[src/rtl/vx_afu_ctrl_pkg.sv]
// Shared definitions for the AFU control register block: address map, CTRL
// bit positions, FSM state types and address-decode / byte-strobe helpers.
package vx_afu_ctrl_pkg;

    localparam logic [31:0] ADDR_CTRL     = 32'h00;
    localparam logic [31:0] ADDR_GIE      = 32'h04;
    localparam logic [31:0] ADDR_IER      = 32'h08;
    localparam logic [31:0] ADDR_ISR      = 32'h0C;
    localparam logic [31:0] ADDR_ARG_BASE = 32'h10;

    localparam int CTRL_START        = 0;
    localparam int CTRL_DONE         = 1;
    localparam int CTRL_IDLE         = 2;
    localparam int CTRL_READY        = 3;
    localparam int CTRL_AUTO_RESTART = 7;

    localparam logic [1:0] RESP_OKAY   = 2'b00;
    localparam logic [1:0] RESP_SLVERR = 2'b10;

    typedef enum logic [1:0] {WR_IDLE = 2'd0, WR_DATA = 2'd1, WR_RESP = 2'd2} wr_state_e;
    typedef enum logic       {RD_IDLE = 1'b0, RD_DATA = 1'b1} rd_state_e;

    typedef enum logic [2:0] {REG_NONE, REG_CTRL, REG_GIE, REG_IER, REG_ISR, REG_ARG} reg_sel_e;

    typedef struct packed {
        reg_sel_e   sel;
        logic [3:0] arg_idx;
        logic       arg_hi;
    } addr_dec_t;

    // Argument i owns an 8-byte slot even when ARG_WIDTH is 32; its high word is then unmapped.
    function automatic addr_dec_t decode_addr(input logic [31:0] addr, input int num_args,
                                              input int arg_width);
        addr_dec_t   d;
        logic [31:0] a;
        logic [31:0] off;
        a         = addr & ~32'h3;
        off       = a - ADDR_ARG_BASE;
        d.sel     = REG_NONE;
        d.arg_idx = off[6:3];
        d.arg_hi  = off[2];
        if (a == ADDR_CTRL)     d.sel = REG_CTRL;
        else if (a == ADDR_GIE) d.sel = REG_GIE;
        else if (a == ADDR_IER) d.sel = REG_IER;
        else if (a == ADDR_ISR) d.sel = REG_ISR;
        else if (a >= ADDR_ARG_BASE && off[31:3] < 29'(num_args) && (!off[2] || arg_width == 64))
            d.sel = REG_ARG;
        return d;
    endfunction

    function automatic logic [31:0] apply_wstrb(input logic [31:0] old_val, input logic [31:0] new_val,
                                                input logic [3:0] strb);
        logic [31:0] r;
        for (int b = 0; b < 4; b++)
            r[b*8 +: 8] = strb[b] ? new_val[b*8 +: 8] : old_val[b*8 +: 8];
        return r;
    endfunction

endpackage

[src/rtl/vx_axil_ctrl_regs_if.sv]
// AXI4-Lite control-port bundle (32-bit data) with master and slave views.
interface vx_axil_ctrl_regs_if #(
    parameter int ADDR_WIDTH = 8
);
    logic                  awvalid;
    logic                  awready;
    logic [ADDR_WIDTH-1:0] awaddr;
    logic                  wvalid;
    logic                  wready;
    logic [31:0]           wdata;
    logic [3:0]            wstrb;
    logic                  bvalid;
    logic                  bready;
    logic [1:0]            bresp;
    logic                  arvalid;
    logic                  arready;
    logic [ADDR_WIDTH-1:0] araddr;
    logic                  rvalid;
    logic                  rready;
    logic [31:0]           rdata;
    logic [1:0]            rresp;

    modport master (
        output awvalid, awaddr, wvalid, wdata, wstrb, bready, arvalid, araddr, rready,
        input  awready, wready, bvalid, bresp, arready, rvalid, rdata, rresp
    );

    modport slave (
        input  awvalid, awaddr, wvalid, wdata, wstrb, bready, arvalid, araddr, rready,
        output awready, wready, bvalid, bresp, arready, rvalid, rdata, rresp
    );
endinterface

[src/rtl/vx_axil_ctrl_regs.sv]
// AXI4-Lite slave exposing kernel control (start/done/idle/ready), interrupt
// enable/status and a bank of kernel argument registers.
module vx_axil_ctrl_regs
    import vx_afu_ctrl_pkg::*;
#(
    parameter int ADDR_WIDTH = 8,
    parameter int NUM_ARGS   = 4,
    parameter int ARG_WIDTH  = 64
) (
    input  logic                          ap_clk,
    input  logic                          ap_rst_n,
    vx_axil_ctrl_regs_if.slave            s_axi_ctrl,
    output logic                          ap_start,
    input  logic                          ap_ready,
    input  logic                          ap_done,
    input  logic                          ap_idle,
    output logic [NUM_ARGS*ARG_WIDTH-1:0] args,
    output logic                          interrupt
);
    localparam int ARG_WORDS = ARG_WIDTH / 32;

    wr_state_e             r_wr_state, w_wr_next;
    rd_state_e             r_rd_state, w_rd_next;
    logic [ADDR_WIDTH-1:0] r_wr_addr;
    logic [1:0]            r_bresp, r_rresp;
    logic [31:0]           r_rdata, w_rd_data;
    logic                  r_start, r_done, r_ready, r_auto_restart, r_gie, r_interrupt;
    logic [1:0]            r_ier, r_isr, w_isr_tgl;
    addr_dec_t             w_wr_dec, w_rd_dec;
    logic                  w_aw_hs, w_w_hs, w_ar_hs, w_ctrl_wr, w_ctrl_rd;

    assign w_aw_hs  = s_axi_ctrl.awvalid & s_axi_ctrl.awready;
    assign w_w_hs   = s_axi_ctrl.wvalid & s_axi_ctrl.wready;
    assign w_ar_hs  = s_axi_ctrl.arvalid & s_axi_ctrl.arready;
    assign w_wr_dec = decode_addr(32'(r_wr_addr), NUM_ARGS, ARG_WIDTH);
    assign w_rd_dec = decode_addr(32'(s_axi_ctrl.araddr), NUM_ARGS, ARG_WIDTH);

    assign s_axi_ctrl.awready = (r_wr_state == WR_IDLE);
    assign s_axi_ctrl.wready  = (r_wr_state == WR_DATA);
    assign s_axi_ctrl.bvalid  = (r_wr_state == WR_RESP);
    assign s_axi_ctrl.bresp   = r_bresp;
    assign s_axi_ctrl.arready = (r_rd_state == RD_IDLE);
    assign s_axi_ctrl.rvalid  = (r_rd_state == RD_DATA);
    assign s_axi_ctrl.rdata   = r_rdata;
    assign s_axi_ctrl.rresp   = r_rresp;

    assign ap_start  = r_start;
    assign interrupt = r_interrupt;

    // NOTE: every output of a combinational block gets a default first, so no path can infer a latch.
    always_comb begin
        w_wr_next = r_wr_state;
        unique case (r_wr_state)
            WR_IDLE: if (s_axi_ctrl.awvalid) w_wr_next = WR_DATA;
            WR_DATA: if (s_axi_ctrl.wvalid)  w_wr_next = WR_RESP;
            WR_RESP: if (s_axi_ctrl.bready)  w_wr_next = WR_IDLE;
            default: w_wr_next = WR_IDLE;
        endcase
    end

    // NOTE: sequential state uses non-blocking assignments so every flop samples pre-edge values.
    always_ff @(posedge ap_clk or negedge ap_rst_n) begin
        if (!ap_rst_n) begin
            r_wr_state <= WR_IDLE;
            r_wr_addr  <= '0;
            r_bresp    <= RESP_OKAY;
        end else begin
            r_wr_state <= w_wr_next;
            if (w_aw_hs) r_wr_addr <= s_axi_ctrl.awaddr;
            if (w_w_hs)  r_bresp   <= (w_wr_dec.sel == REG_NONE) ? RESP_SLVERR : RESP_OKAY;
        end
    end

    always_comb begin
        w_rd_next = r_rd_state;
        unique case (r_rd_state)
            RD_IDLE: if (s_axi_ctrl.arvalid) w_rd_next = RD_DATA;
            RD_DATA: if (s_axi_ctrl.rready)  w_rd_next = RD_IDLE;
        endcase
    end

    always_comb begin
        w_rd_data = '0;
        case (w_rd_dec.sel)
            REG_CTRL: begin
                w_rd_data[CTRL_START]        = r_start;
                w_rd_data[CTRL_DONE]         = r_done;
                w_rd_data[CTRL_IDLE]         = ap_idle;
                w_rd_data[CTRL_READY]        = r_ready;
                w_rd_data[CTRL_AUTO_RESTART] = r_auto_restart;
            end
            REG_GIE: w_rd_data[0]   = r_gie;
            REG_IER: w_rd_data[1:0] = r_ier;
            REG_ISR: w_rd_data[1:0] = r_isr;
            REG_ARG: w_rd_data = args[32*(ARG_WORDS*int'(w_rd_dec.arg_idx) + int'(w_rd_dec.arg_hi)) +: 32];
            default: ;
        endcase
    end

    always_ff @(posedge ap_clk or negedge ap_rst_n) begin
        if (!ap_rst_n) begin
            r_rd_state <= RD_IDLE;
            r_rdata    <= '0;
            r_rresp    <= RESP_OKAY;
        end else begin
            r_rd_state <= w_rd_next;
            if (w_ar_hs) begin
                r_rdata <= w_rd_data;
                r_rresp <= (w_rd_dec.sel == REG_NONE) ? RESP_SLVERR : RESP_OKAY;
            end
        end
    end

    // CTRL only listens to byte 0; sticky bits clear as the CTRL read is accepted.
    assign w_ctrl_wr = w_w_hs && w_wr_dec.sel == REG_CTRL && s_axi_ctrl.wstrb[0];
    assign w_ctrl_rd = w_ar_hs && w_rd_dec.sel == REG_CTRL;
    assign w_isr_tgl = (w_w_hs && w_wr_dec.sel == REG_ISR && s_axi_ctrl.wstrb[0])
                     ? s_axi_ctrl.wdata[1:0] : 2'b00;

    always_ff @(posedge ap_clk or negedge ap_rst_n) begin
        if (!ap_rst_n) begin
            r_start        <= 1'b0;
            r_done         <= 1'b0;
            r_ready        <= 1'b0;
            r_auto_restart <= 1'b0;
            r_gie          <= 1'b0;
            r_ier          <= 2'b00;
            r_isr          <= 2'b00;
            r_interrupt    <= 1'b0;
        end else begin
            if (ap_ready && !r_auto_restart)                   r_start <= 1'b0;
            if (w_ctrl_wr && s_axi_ctrl.wdata[0] && ap_idle)   r_start <= 1'b1;
            if (w_ctrl_wr) r_auto_restart <= s_axi_ctrl.wdata[CTRL_AUTO_RESTART];
            r_done  <= ap_done  | (r_done  & ~w_ctrl_rd);
            r_ready <= ap_ready | (r_ready & ~w_ctrl_rd);
            if (w_w_hs && w_wr_dec.sel == REG_GIE && s_axi_ctrl.wstrb[0]) r_gie <= s_axi_ctrl.wdata[0];
            if (w_w_hs && w_wr_dec.sel == REG_IER && s_axi_ctrl.wstrb[0]) r_ier <= s_axi_ctrl.wdata[1:0];
            r_isr       <= ({ap_ready, ap_done} & r_ier) | (r_isr ^ w_isr_tgl);
            r_interrupt <= r_gie & |r_isr;
        end
    end

    for (genvar gi = 0; gi < NUM_ARGS; gi++) begin : g_arg
        logic [ARG_WORDS-1:0][31:0] r_arg;

        // NOTE: the argument bank is plain flops, not a RAM, so it is cleared by the async reset too.
        always_ff @(posedge ap_clk or negedge ap_rst_n) begin
            if (!ap_rst_n) begin
                r_arg <= '0;
            end else if (w_w_hs && w_wr_dec.sel == REG_ARG && w_wr_dec.arg_idx == 4'(gi)) begin
                for (int w = 0; w < ARG_WORDS; w++)
                    if (w_wr_dec.arg_hi == 1'(w))
                        r_arg[w] <= apply_wstrb(r_arg[w], s_axi_ctrl.wdata, s_axi_ctrl.wstrb);
            end
        end

        assign args[gi*ARG_WIDTH +: ARG_WIDTH] = r_arg;
    end

endmodule

[src/flat_wrapper.sv]
// flat-port wrapper written by rule: the top's interface ports become plain ports
module vx_axil_ctrl_regs_flat import vx_afu_ctrl_pkg::*;
#(
    parameter int ADDR_WIDTH = 8,
    parameter int NUM_ARGS   = 4,
    parameter int ARG_WIDTH  = 64
)
  (ap_clk, ap_rst_n, ap_start, ap_ready, ap_done, ap_idle, args, interrupt, s_axi_ctrl_awvalid, s_axi_ctrl_awaddr, s_axi_ctrl_wvalid, s_axi_ctrl_wdata, s_axi_ctrl_wstrb, s_axi_ctrl_bready, s_axi_ctrl_arvalid, s_axi_ctrl_araddr, s_axi_ctrl_rready, s_axi_ctrl_awready, s_axi_ctrl_wready, s_axi_ctrl_bvalid, s_axi_ctrl_bresp, s_axi_ctrl_arready, s_axi_ctrl_rvalid, s_axi_ctrl_rdata, s_axi_ctrl_rresp);
  vx_axil_ctrl_regs_if #(.ADDR_WIDTH(ADDR_WIDTH)) s_axi_ctrl_i ();
  input  logic ap_clk;
  input  logic ap_rst_n;
  output logic ap_start;
  input  logic ap_ready;
  input  logic ap_done;
  input  logic ap_idle;
  output logic [NUM_ARGS*ARG_WIDTH-1:0] args;
  output logic interrupt;
  input wire logic [$bits(s_axi_ctrl_i.awvalid)-1:0] s_axi_ctrl_awvalid;
  input wire logic [$bits(s_axi_ctrl_i.awaddr)-1:0] s_axi_ctrl_awaddr;
  input wire logic [$bits(s_axi_ctrl_i.wvalid)-1:0] s_axi_ctrl_wvalid;
  input wire logic [$bits(s_axi_ctrl_i.wdata)-1:0] s_axi_ctrl_wdata;
  input wire logic [$bits(s_axi_ctrl_i.wstrb)-1:0] s_axi_ctrl_wstrb;
  input wire logic [$bits(s_axi_ctrl_i.bready)-1:0] s_axi_ctrl_bready;
  input wire logic [$bits(s_axi_ctrl_i.arvalid)-1:0] s_axi_ctrl_arvalid;
  input wire logic [$bits(s_axi_ctrl_i.araddr)-1:0] s_axi_ctrl_araddr;
  input wire logic [$bits(s_axi_ctrl_i.rready)-1:0] s_axi_ctrl_rready;
  output wire logic [$bits(s_axi_ctrl_i.awready)-1:0] s_axi_ctrl_awready;
  output wire logic [$bits(s_axi_ctrl_i.wready)-1:0] s_axi_ctrl_wready;
  output wire logic [$bits(s_axi_ctrl_i.bvalid)-1:0] s_axi_ctrl_bvalid;
  output wire logic [$bits(s_axi_ctrl_i.bresp)-1:0] s_axi_ctrl_bresp;
  output wire logic [$bits(s_axi_ctrl_i.arready)-1:0] s_axi_ctrl_arready;
  output wire logic [$bits(s_axi_ctrl_i.rvalid)-1:0] s_axi_ctrl_rvalid;
  output wire logic [$bits(s_axi_ctrl_i.rdata)-1:0] s_axi_ctrl_rdata;
  output wire logic [$bits(s_axi_ctrl_i.rresp)-1:0] s_axi_ctrl_rresp;
  assign s_axi_ctrl_i.awvalid = s_axi_ctrl_awvalid;
  assign s_axi_ctrl_i.awaddr = s_axi_ctrl_awaddr;
  assign s_axi_ctrl_i.wvalid = s_axi_ctrl_wvalid;
  assign s_axi_ctrl_i.wdata = s_axi_ctrl_wdata;
  assign s_axi_ctrl_i.wstrb = s_axi_ctrl_wstrb;
  assign s_axi_ctrl_i.bready = s_axi_ctrl_bready;
  assign s_axi_ctrl_i.arvalid = s_axi_ctrl_arvalid;
  assign s_axi_ctrl_i.araddr = s_axi_ctrl_araddr;
  assign s_axi_ctrl_i.rready = s_axi_ctrl_rready;
  assign s_axi_ctrl_awready = s_axi_ctrl_i.awready;
  assign s_axi_ctrl_wready = s_axi_ctrl_i.wready;
  assign s_axi_ctrl_bvalid = s_axi_ctrl_i.bvalid;
  assign s_axi_ctrl_bresp = s_axi_ctrl_i.bresp;
  assign s_axi_ctrl_arready = s_axi_ctrl_i.arready;
  assign s_axi_ctrl_rvalid = s_axi_ctrl_i.rvalid;
  assign s_axi_ctrl_rdata = s_axi_ctrl_i.rdata;
  assign s_axi_ctrl_rresp = s_axi_ctrl_i.rresp;
  vx_axil_ctrl_regs #(.ADDR_WIDTH(ADDR_WIDTH), .NUM_ARGS(NUM_ARGS), .ARG_WIDTH(ARG_WIDTH)) u_core (.ap_clk(ap_clk), .ap_rst_n(ap_rst_n), .s_axi_ctrl(s_axi_ctrl_i), .ap_start(ap_start), .ap_ready(ap_ready), .ap_done(ap_done), .ap_idle(ap_idle), .args(args), .interrupt(interrupt));
endmodule
[config.mk]
export PLATFORM = sky130hd
export DESIGN_NAME = vx_axil_ctrl_regs_flat
export DESIGN_NICKNAME = d
export VERILOG_FILES = /design/src/rtl/vx_afu_ctrl_pkg.sv /design/src/rtl/vx_axil_ctrl_regs_if.sv /design/src/rtl/vx_axil_ctrl_regs.sv /design/src/flat_wrapper.sv
export SDC_FILE = /design/constraint.sdc
export NUM_CORES = 1
export LEC_CHECK = 0
export BUFFER_PORTS_ARGS = -buffer_cell sky130_fd_sc_hd__buf_2
export CAP_MARGIN = 15
export CORE_ASPECT_RATIO = 1.1
export CORE_MARGIN = 5
export CORE_UTILIZATION = 30
export DETAILED_ROUTE_END_ITERATION = 10
export PLACE_DENSITY = 0.49
export SLEW_MARGIN = 5
export SYNTH_ARGS = -nofsm -noshare
export SYNTH_HDL_FRONTEND = slang
export SYNTH_SLANG_ARGS = --single-unit
export TNS_END_PERCENT = 20
[constraint.sdc]
create_clock -name ap_clk -period 3.6 [get_ports ap_clk]
set_clock_uncertainty 0.2 [all_clocks]
set_input_delay 0.18 -clock ap_clk [delete_from_list [all_inputs] [get_ports ap_clk]]
set_output_delay 0.18 -clock ap_clk [all_outputs]
set_load 0.02 [all_outputs]
Yosys cells after proc, flatten, opt, wreduce, memory -nomap -nowiden
Index checks and enable logic that the tools add are counted.
- bits in registers: 313
- input bits: 62
- output and inout port bits: 299
- word-level logic and storage cells: 181
- add/sub/neg operators: 3
- order comparisons: 4
- equality and inequality tests: 24
- shifts and indexed selects: 1
- multiplexer cells: 28
- bitwise gates (word level): 14
- reduce and logical (&&, ||, !) cells: 61
- operators by type and width (kind ; count):
    indexed part select 256 x 32 -> 32 bit ; 1
    AND reduction 3 bit ; 33
    logical NOT 32 bit ; 2
    less-than comparator 29 x 3 -> 1 bit, second input constant ; 2
    2-to-1 mux 3 bit ; 11
    == test 6 x 2 -> 1 bit, second input constant ; 4
    2-to-1 mux 24 bit ; 1
    logical AND 1 bit ; 19
    subtractor 8 x 5 -> 9 bit, second input constant ; 2
    greater-or-equal comparator 8 x 5 -> 1 bit, second input constant ; 2
    == test 3 x 2 -> 1 bit, second input constant ; 4
    == test 3 bit, second input constant ; 4
    == test 6 x 1 -> 1 bit, second input constant ; 2
    2-to-1 mux 2 bit ; 6
    == test 4 x 2 -> 1 bit, second input constant ; 2
    adder 5 x 1 -> 6 bit ; 1
    AND 1 bit ; 6
    == test 3 x 1 -> 1 bit, second input constant ; 2
    logical NOT 3 bit ; 2
    inequality test 2 bit, second input constant ; 3
    one-hot mux 2 bit (3 select lines) ; 1
    one-hot mux 1 bit (5 select lines) ; 1
    == test 4 x 1 -> 1 bit, second input constant ; 1
    logical NOT 4 bit ; 1
    other kinds (15) ; 22

Longest topological paths before layout
Gate-level depths: netlist (run 1).
- depth in word-level cells: 14
- depth in mapped cells: 9
- gate-level depth less buffers: 7

Worst setup path before layout (run 1)
No wires, ideal clock.
- path type: input to register
- start: input port s_axi_ctrl_araddr[4]
- end: register u_core.r_rdata[9], in the netlist u_core.s_axi_ctrl.rdata[9]
- library setup time: 0.083 ns
- arrival: 2.411 ns
- path slack: 0.906 ns
- stages: 9
- path through: clkbuf_1 -> clkinv_1 -> clkbuf_1 -> ha_1 -> inv_1 -> o41ai_2 -> nand2_1 -> clkbuf_1 -> o21ai_0
- longest elaborated chain between the ends: 10
- elaborated cells on any way between the ends: 17
- classes of those cells: add/sub: 2; order compare: 2; eq/ne: 4; shift: 1; mux: 6; reduce/logical: 2
- ends and longest elaborated chain (what ; line ; text):
    from (decl) ; flat_wrapper.sv:25 ; input wire logic [$bits(s_axi_ctrl_i.araddr)-1:0] s_axi_ctrl_araddr;
    subtractor 8 x 5 -> 9 bit ; vx_afu_ctrl_pkg.sv:38 ; off = a - ADDR_ARG_BASE;
    less-than comparator 29 x 3 -> 1 bit ; vx_afu_ctrl_pkg.sv:46 ; else if (a >= ADDR_ARG_BASE && off[31:3] < 29'(num_args) && (!off[2] || arg_width == 64))
    logical AND 1 bit ; vx_afu_ctrl_pkg.sv:46 ;
    2-to-1 mux 3 bit ; vx_afu_ctrl_pkg.sv:46 ;
    2-to-1 mux 3 bit ; vx_afu_ctrl_pkg.sv:45 ; else if (a == ADDR_ISR) d.sel = REG_ISR;
    2-to-1 mux 3 bit ; vx_afu_ctrl_pkg.sv:44 ; else if (a == ADDR_IER) d.sel = REG_IER;
    2-to-1 mux 3 bit ; vx_afu_ctrl_pkg.sv:43 ; else if (a == ADDR_GIE) d.sel = REG_GIE;
    2-to-1 mux 3 bit ; vx_afu_ctrl_pkg.sv:42 ; if (a == ADDR_CTRL) d.sel = REG_CTRL;
    == test 3 bit ; vx_axil_ctrl_regs.sv:84 ; case (w_rd_dec.sel)
    2-to-1 mux 24 bit * ; vx_axil_ctrl_regs.sv:84 ;
    to (signal assigned) ; vx_axil_ctrl_regs.sv:108 ; r_rdata <= w_rd_data;
    to (decl) ; vx_axil_ctrl_regs.sv:26 ; logic [31:0] r_rdata, w_rd_data;
Every way passes the cells marked *; elsewhere a longest branch is shown, timed or not.
A chain may end at the register's enable or synchronous reset.

Worst setup path after layout (run 1)
- start: register u_core.r_wr_addr[4]
- end: register u_core.g_arg[3].r_arg (netlist bit u_core.args[251])
- longest elaborated chain between the ends: 12
- elaborated cells on any way between the ends: 18
- classes of those cells: add/sub: 1; order compare: 2; eq/ne: 5; mux: 5; reduce/logical: 5
- ends and longest elaborated chain (what ; line ; text):
    from (decl) ; vx_axil_ctrl_regs.sv:24 ; logic [ADDR_WIDTH-1:0] r_wr_addr;
    from (signal assigned) ; vx_axil_ctrl_regs.sv:69 ; if (w_aw_hs) r_wr_addr <= s_axi_ctrl.awaddr;
    subtractor 8 x 5 -> 9 bit ; vx_afu_ctrl_pkg.sv:38 ;
    less-than comparator 29 x 3 -> 1 bit ; vx_afu_ctrl_pkg.sv:46 ;
    logical AND 1 bit ; vx_afu_ctrl_pkg.sv:46 ;
    2-to-1 mux 3 bit ; vx_afu_ctrl_pkg.sv:46 ;
    2-to-1 mux 3 bit ; vx_afu_ctrl_pkg.sv:45 ;
    2-to-1 mux 3 bit ; vx_afu_ctrl_pkg.sv:44 ;
    2-to-1 mux 3 bit ; vx_afu_ctrl_pkg.sv:43 ;
    2-to-1 mux 3 bit ; vx_afu_ctrl_pkg.sv:42 ;
    == test 3 bit ; vx_axil_ctrl_regs.sv:150 ; end else if (w_w_hs && w_wr_dec.sel == REG_ARG && w_wr_dec.arg_idx == 4'(gi)) begin
    logical AND 1 bit ; vx_axil_ctrl_regs.sv:150 ;
    logical AND 1 bit * ; vx_axil_ctrl_regs.sv:150 ;
    AND reduction 3 bit (no source line) * ; - ;
    to (signal, indexed assignment) ; vx_axil_ctrl_regs.sv:153 ; r_arg[w] <= apply_wstrb(r_arg[w], s_axi_ctrl.wdata, s_axi_ctrl.wstrb);
    to (decl) ; vx_axil_ctrl_regs.sv:144 ; logic [ARG_WORDS-1:0][31:0] r_arg;
Marks and branches as above.

==> results.ini, run 1 <==
[power]
swShare_pct=33.84
power.total_uw=10940
p_clk_share_pct=33.0
p_leak_uw=0.009724
p_switching_uw=3702
power.density_mw_per_mm2=590.0
p_int_uw=7239
seqPwrFrac_pct=40.5
vdd_drop_max_uv=342.7
power_frac_comb_pct=26.5

[worst_setup_path]
end_kind=flip-flop
required_ps=3820
r2r_cells=9
cp-start-kind=flip-flop
rrSetupSlack_ps=360
path_class=reg -> reg
r2r-start=u_core.r_wr_addr[4]
r2r-end=u_core.args[251]
worstPathArrival_ps=3470
endpoint=u_core.args[251]
critPathLaunch=u_core.r_wr_addr[4]
cp_max_fo=22

[placed_design]
hpwl_mm=32.54
placed_area_mm2=0.01681
place.gp.congestion=0.7840
post-place-ws_ps=362.2
io_buffer_count=354

[synthesis]
ys.flop_type=dfrtp_1
synth_top_area_share_pct=54.73
synth_most_common_cell=dfrtp_1
netlist_area_mm2=0.01413
async_flop_share_pct=100.0
ys_ff_latch=309
synth_seq_area_share_pct=54.73
synthDistinctLibCells=42
yosysTopAreaCell=dfrtp_1
synth_area_leaders=dfrtp_1 55%, mux2_2 21%, mux4_2 10%, nor4_4 2.7%, mux2i_1 2.1%
syn_avg_cell_area_um2=15.47
yosys-top-cells-count=309 x dfrtp_1, 260 x mux2_2, 65 x mux4_2, 62 x nand2_1, 29 x mux2i_1
synth_cells=913
yosysWarnings=0
synth_edf_count=0

[timing]
setup_violations=0
whs_ps=45.70
hold_violations=0
max_clock_freq_ghz=0.3082
layout_min_cycle_time_ps=3245
finalCritPeriodShare_pct=90.13
rsz0062_at_grt=false
slew_headroom_pct=45.92
fin_setup_tns_ps=0
setup_slack_ps=355.3
tightest_slew_ps=811.3
report.final.slew_viol_count=0

[global_routing]
grt_pass1_wl_mm=71.10
grt_pass1_vias=10455
grt_max_degree=82
grt_usage_pct=18.11
grt-ovfl-total=0
antenna_found_initial=3

[cells_and_area]
fin_nets=1426
diodes=0
finish.instance_area_mm2=0.01854
drive_above_1_share_pct=58.60
syn2layout_area_growth_pct=31.26

[drt]
totalWireLength_mm=47.38
drt_iter0_markers=495
antenna_left=0
viasPerCell=4.939
wire_per_inst_um=23.94
drc=0
dr_total_vias=9774
firstDrtPassIters=4

[floorplan]
io_pins=361
die_area_mm2=0.05154
start_util_pct=30.30
die_height_um=237.6
rows=83
dieWidth_um=216.9
core-area_mm2=0.04663

[status]
status=completed

[clocking]
clock_latency_ps=540
postCtsSetupRepairBufs=0
cts.clk_slew.worst_paths_ps=60
cts.htree.levels=2
cts_tree=yes
clock_sinks=309
cts_root_buf=clkbuf_16
cts_repair_resize_count=0
max-clock-path-buffers=3
cts_buffers=36

[min_path]
holdCritPathClass=in -> async

[run]
cap_viol_max_count=0

-- worst max-delay path, stage by stage, from the launching register on --
cell	delay [ps]
dfrtp_1	430
inv_1	120
ha_1	230
nor2_1	250
nand4_1	150
o32a_4	450
buf_4	340
nor4_4	290
buf_4	280
mux2_2	370
-- cell type report --
type / count / area, um^2
clock buffer: 52 / 1072
clock inverter: 9 / 80.08
fill: 4501 / 28080
inverter: 9 / 33.78
multi-input combinational: 552 / 6168
sequential: 309 / 7732
tap: 595 / 744.5
timing repair buffer: 453 / 2713
-- through the flow --
step                cells  util, %
floorplan             914        -
global placement     1860    36.05
detailed placement   1860    36.05
CTS                  1979    39.77
global route         1979    39.77
finish               1979    39.77
-- what timing repair did --
item	in CTS	in global routing
hold buffers	58	0
setup endpoints to repair	0	0
endpoints found under the hold margin	363	0
-- cells in the final DEF, fill, tap and decap left out, drive strengths merged, types with 6 or more instances in the layout --
cell type | Yosys | layout
dlygate4sd3 | 0 | 58
nand2b | 6 | 6
nand2 | 62 | 62
mux4 | 65 | 65
buf | 19 | 395
mux2i | 29 | 29
nor2 | 16 | 16
dfrtp | 309 | 309
clkbuf | 25 | 52
inv | 8 | 11
o21ai | 35 | 35
nor4 | 18 | 18
nor3 | 12 | 12
mux2 | 265 | 265
-- power groups by stage --
stage,Clock (uW),Sequential (uW),Combinational [uW]
2_1_floorplan,0,4920,1320
3_3_place_gp,0,4480,2860
3_5_place_dp,0,4500,2890
4_1_cts,3710,4440,2960
5_1_grt,3850,4510,3120
6_report,3610,4430,2900
-- sequential cells by signal, indices dropped and copies added (netlist names), 2 cells and up --
name                     count
u_core.r_wr_state            2
u_core.r_wr_addr             6
u_core.args                256
u_core.r_isr                 2
u_core.r_ier                 2
u_core.s_axi_ctrl.rdata     32
-- logic make-up after synthesis --
kind of cell | count (synthesis) | share of synthesized area [%]
XOR/XNOR | 4 | 0.2480
AND/OR/NAND/NOR | 137 | 7.378
buffers and inverters | 53 | 1.745
AO/OA/AOI/OAI | 47 | 2.064
other | 1 | 0.02654
flip-flops | 309 | 54.73
multiplexers | 359 | 33.54
adder cells (fa/ha/maj) | 3 | 0.2657
-- worst min-delay path by stage --
stage | startpoint | slack, ps | end
2_1_floorplan | ap_rst_n | -320 | u_core.ap_start
3_3_place_gp | ap_rst_n | 40 | u_core.args[51]
3_5_place_dp | ap_rst_n | 50 | u_core.args[49]
4_1_cts | s_axi_ctrl_araddr[4] | 20 | u_core.s_axi_ctrl.rdata[0]
5_1_grt | s_axi_ctrl_araddr[4] | 70 | u_core.s_axi_ctrl.rdata[3]
6_report | ap_rst_n | 50 | u_core.args[49]
-- routing by layer --
layer  part of all wire [%]  track usage (%)  up-vias  wire, um
met5                  0.097                0        -        46
met4                    2.0            5.114        6       952
met3                    6.0            4.089       61      2859
met2                     48            29.32      266     22750
met1                     44            24.67     5155     20780
li1                       -                -     4286         -
No activity file was read; power rests on OpenSTA's default activity.
==> inputs of run 2 (changes only) <==
Settings changed: MAX_ROUTING_LAYER from default to met4.
==> results.ini, run 2 (same netlist as run 1, synthesis figures left out) <==
[placed_design]
io_buffer_count=354
hpwl_mm=32.54
place.gp.congestion=0.7949
dp.cells=1860

[drt]
drc=0
dr_total_vias=9768
wl_met3_mm=2.932
m1WireLength_mm=20.72
drt_iter0_markers=535
wl_met2_mm=22.87
viasPerCell=4.928
antenna_left=0
dr.max_layer_used=met4
firstDrtPassIters=4
totalWireLength_mm=47.33
wire_per_inst_um=23.88

[cells_and_area]
fill_cells=4503
largest_register_ff_count=256
stdcell_count=1982
final_common_cell=buf_2
fin_nets=1426
syn2layout_area_growth_pct=31.32
drive_above_1_share_pct=58.60
mostFrequentLayoutCells=351 x buf_2, 309 x dfrtp_1, 260 x mux2_2, 65 x mux4_2, 60 x nand2_1

[clocking]
cts_root_buf=clkbuf_16
cts.htree.levels=2
postCtsSetupRepairBufs=0
clock_latency_ps=540
clock_sinks=309
cts_tree=yes
cts_repair_resize_count=0
max-clock-path-buffers=3
cts.clk_slew.worst_paths_ps=60
ctsHoldBuffers=58
cts_buffers=36

[timing]
max_clock_freq_ghz=0.3078
rsz0062_at_grt=false
slew_headroom_pct=46.52
fin_setup_tns_ps=0
hold_violations=0
report.final.slew_viol_count=0
tightest_slew_ps=802.3
setup_violations=0
finalCritPeriodShare_pct=90.24
layout_min_cycle_time_ps=3248

[worst_setup_path]
rrSetupSlack_ps=350
cp_max_fo=22
max_stage_delay_ps=450
r2r-start=u_core.r_wr_addr[4]
r2r-end=u_core.args[251]
crit_chain=inv_1 -> ha_1 -> nor2_1 -> nand4_1 -> o32a_4 -> buf_4 -> nor4_4 -> buf_4 -> mux2_2
cp.depth=9
cp_num_buf_inv=3
worstPathArrival_ps=3470
path_class=reg -> reg
r2r_cells=9
required_ps=3820
cp_top_family=buffers and inverters
crit_top_cell=buf_4
end_kind=flip-flop
cp-start-kind=flip-flop
critPathLaunch=u_core.r_wr_addr[4]
endpoint=u_core.args[251]
critPathSlowestCell=o32a_4

[floorplan]
dieWidth_um=216.9
core-area_mm2=0.04663
io_pins=361
die_height_um=237.6
die_area_mm2=0.05154
start_util_pct=30.30
rows=83

[power]
vdd_drop_max_uv=342.6
p_leak_uw=0.009724
power.density_mw_per_mm2=589.3

[global_routing]
grt_usage_pct=18.65
grt-ovfl-total=0
grt_max_degree=82
grt_pass1_vias=10474
grt_pass1_wl_mm=71.01
antenna_found_initial=3

[status]
status=completed

[run]
cap_viol_max_count=0

[min_path]
holdCritPathClass=in -> async

## run 2: where the power goes
group	internal, uW	switching [uW]
logic	1120	1780
clock network	2140	1460
registers	3990	447
## run 2: metal layers
metal,GRT usage (%),up-vias
met1,24.67,5133
met4,5.114,0
met3,4.063,57
met2,29.31,285
met5,-,-
li1,-,4293
## run 2: worst min-delay path by stage
stage,endpoint,startpoint,slack (ps)
after global routing,u_core.s_axi_ctrl.rdata[3],s_axi_ctrl_araddr[4],70
after global placement,u_core.args[51],ap_rst_n,40
after detailed placement,u_core.args[49],ap_rst_n,50
after floorplan,u_core.ap_start,ap_rst_n,-320
final,u_core.args[49],ap_rst_n,50
after CTS,u_core.s_axi_ctrl.rdata[0],s_axi_ctrl_araddr[4],20
## run 2: area by class of cell
type | instances | area [um^2] | area share (%)
Antenna cell | 3 | 7.507 | 0.04047
Clock buffer | 52 | 1072 | 5.780
Clock inverter | 9 | 80.08 | 0.4316
Inverter | 9 | 33.78 | 0.1821
Multi-Input combinational cell | 552 | 6168 | 33.25
Sequential cell | 309 | 7732 | 41.68
Tap cell | 595 | 744.5 | 4.013
Timing Repair Buffer | 453 | 2713 | 14.62
## run 2: through the flow
step	instance area [um^2]	hold slack [ps]	worst slack (ps)	total power, uW	utilization, %
final	18550	47.92	351.5	10930	39.79
after global routing	18550	66.45	195.4	11480	39.79
after CTS	18540	17.49	354.9	11110	39.77
after detailed placement	16810	45.31	362.2	7388	36.05
after global placement	16810	40.61	420.9	7339	36.05
after floorplan	14130	-315.6	906.4	6242	-
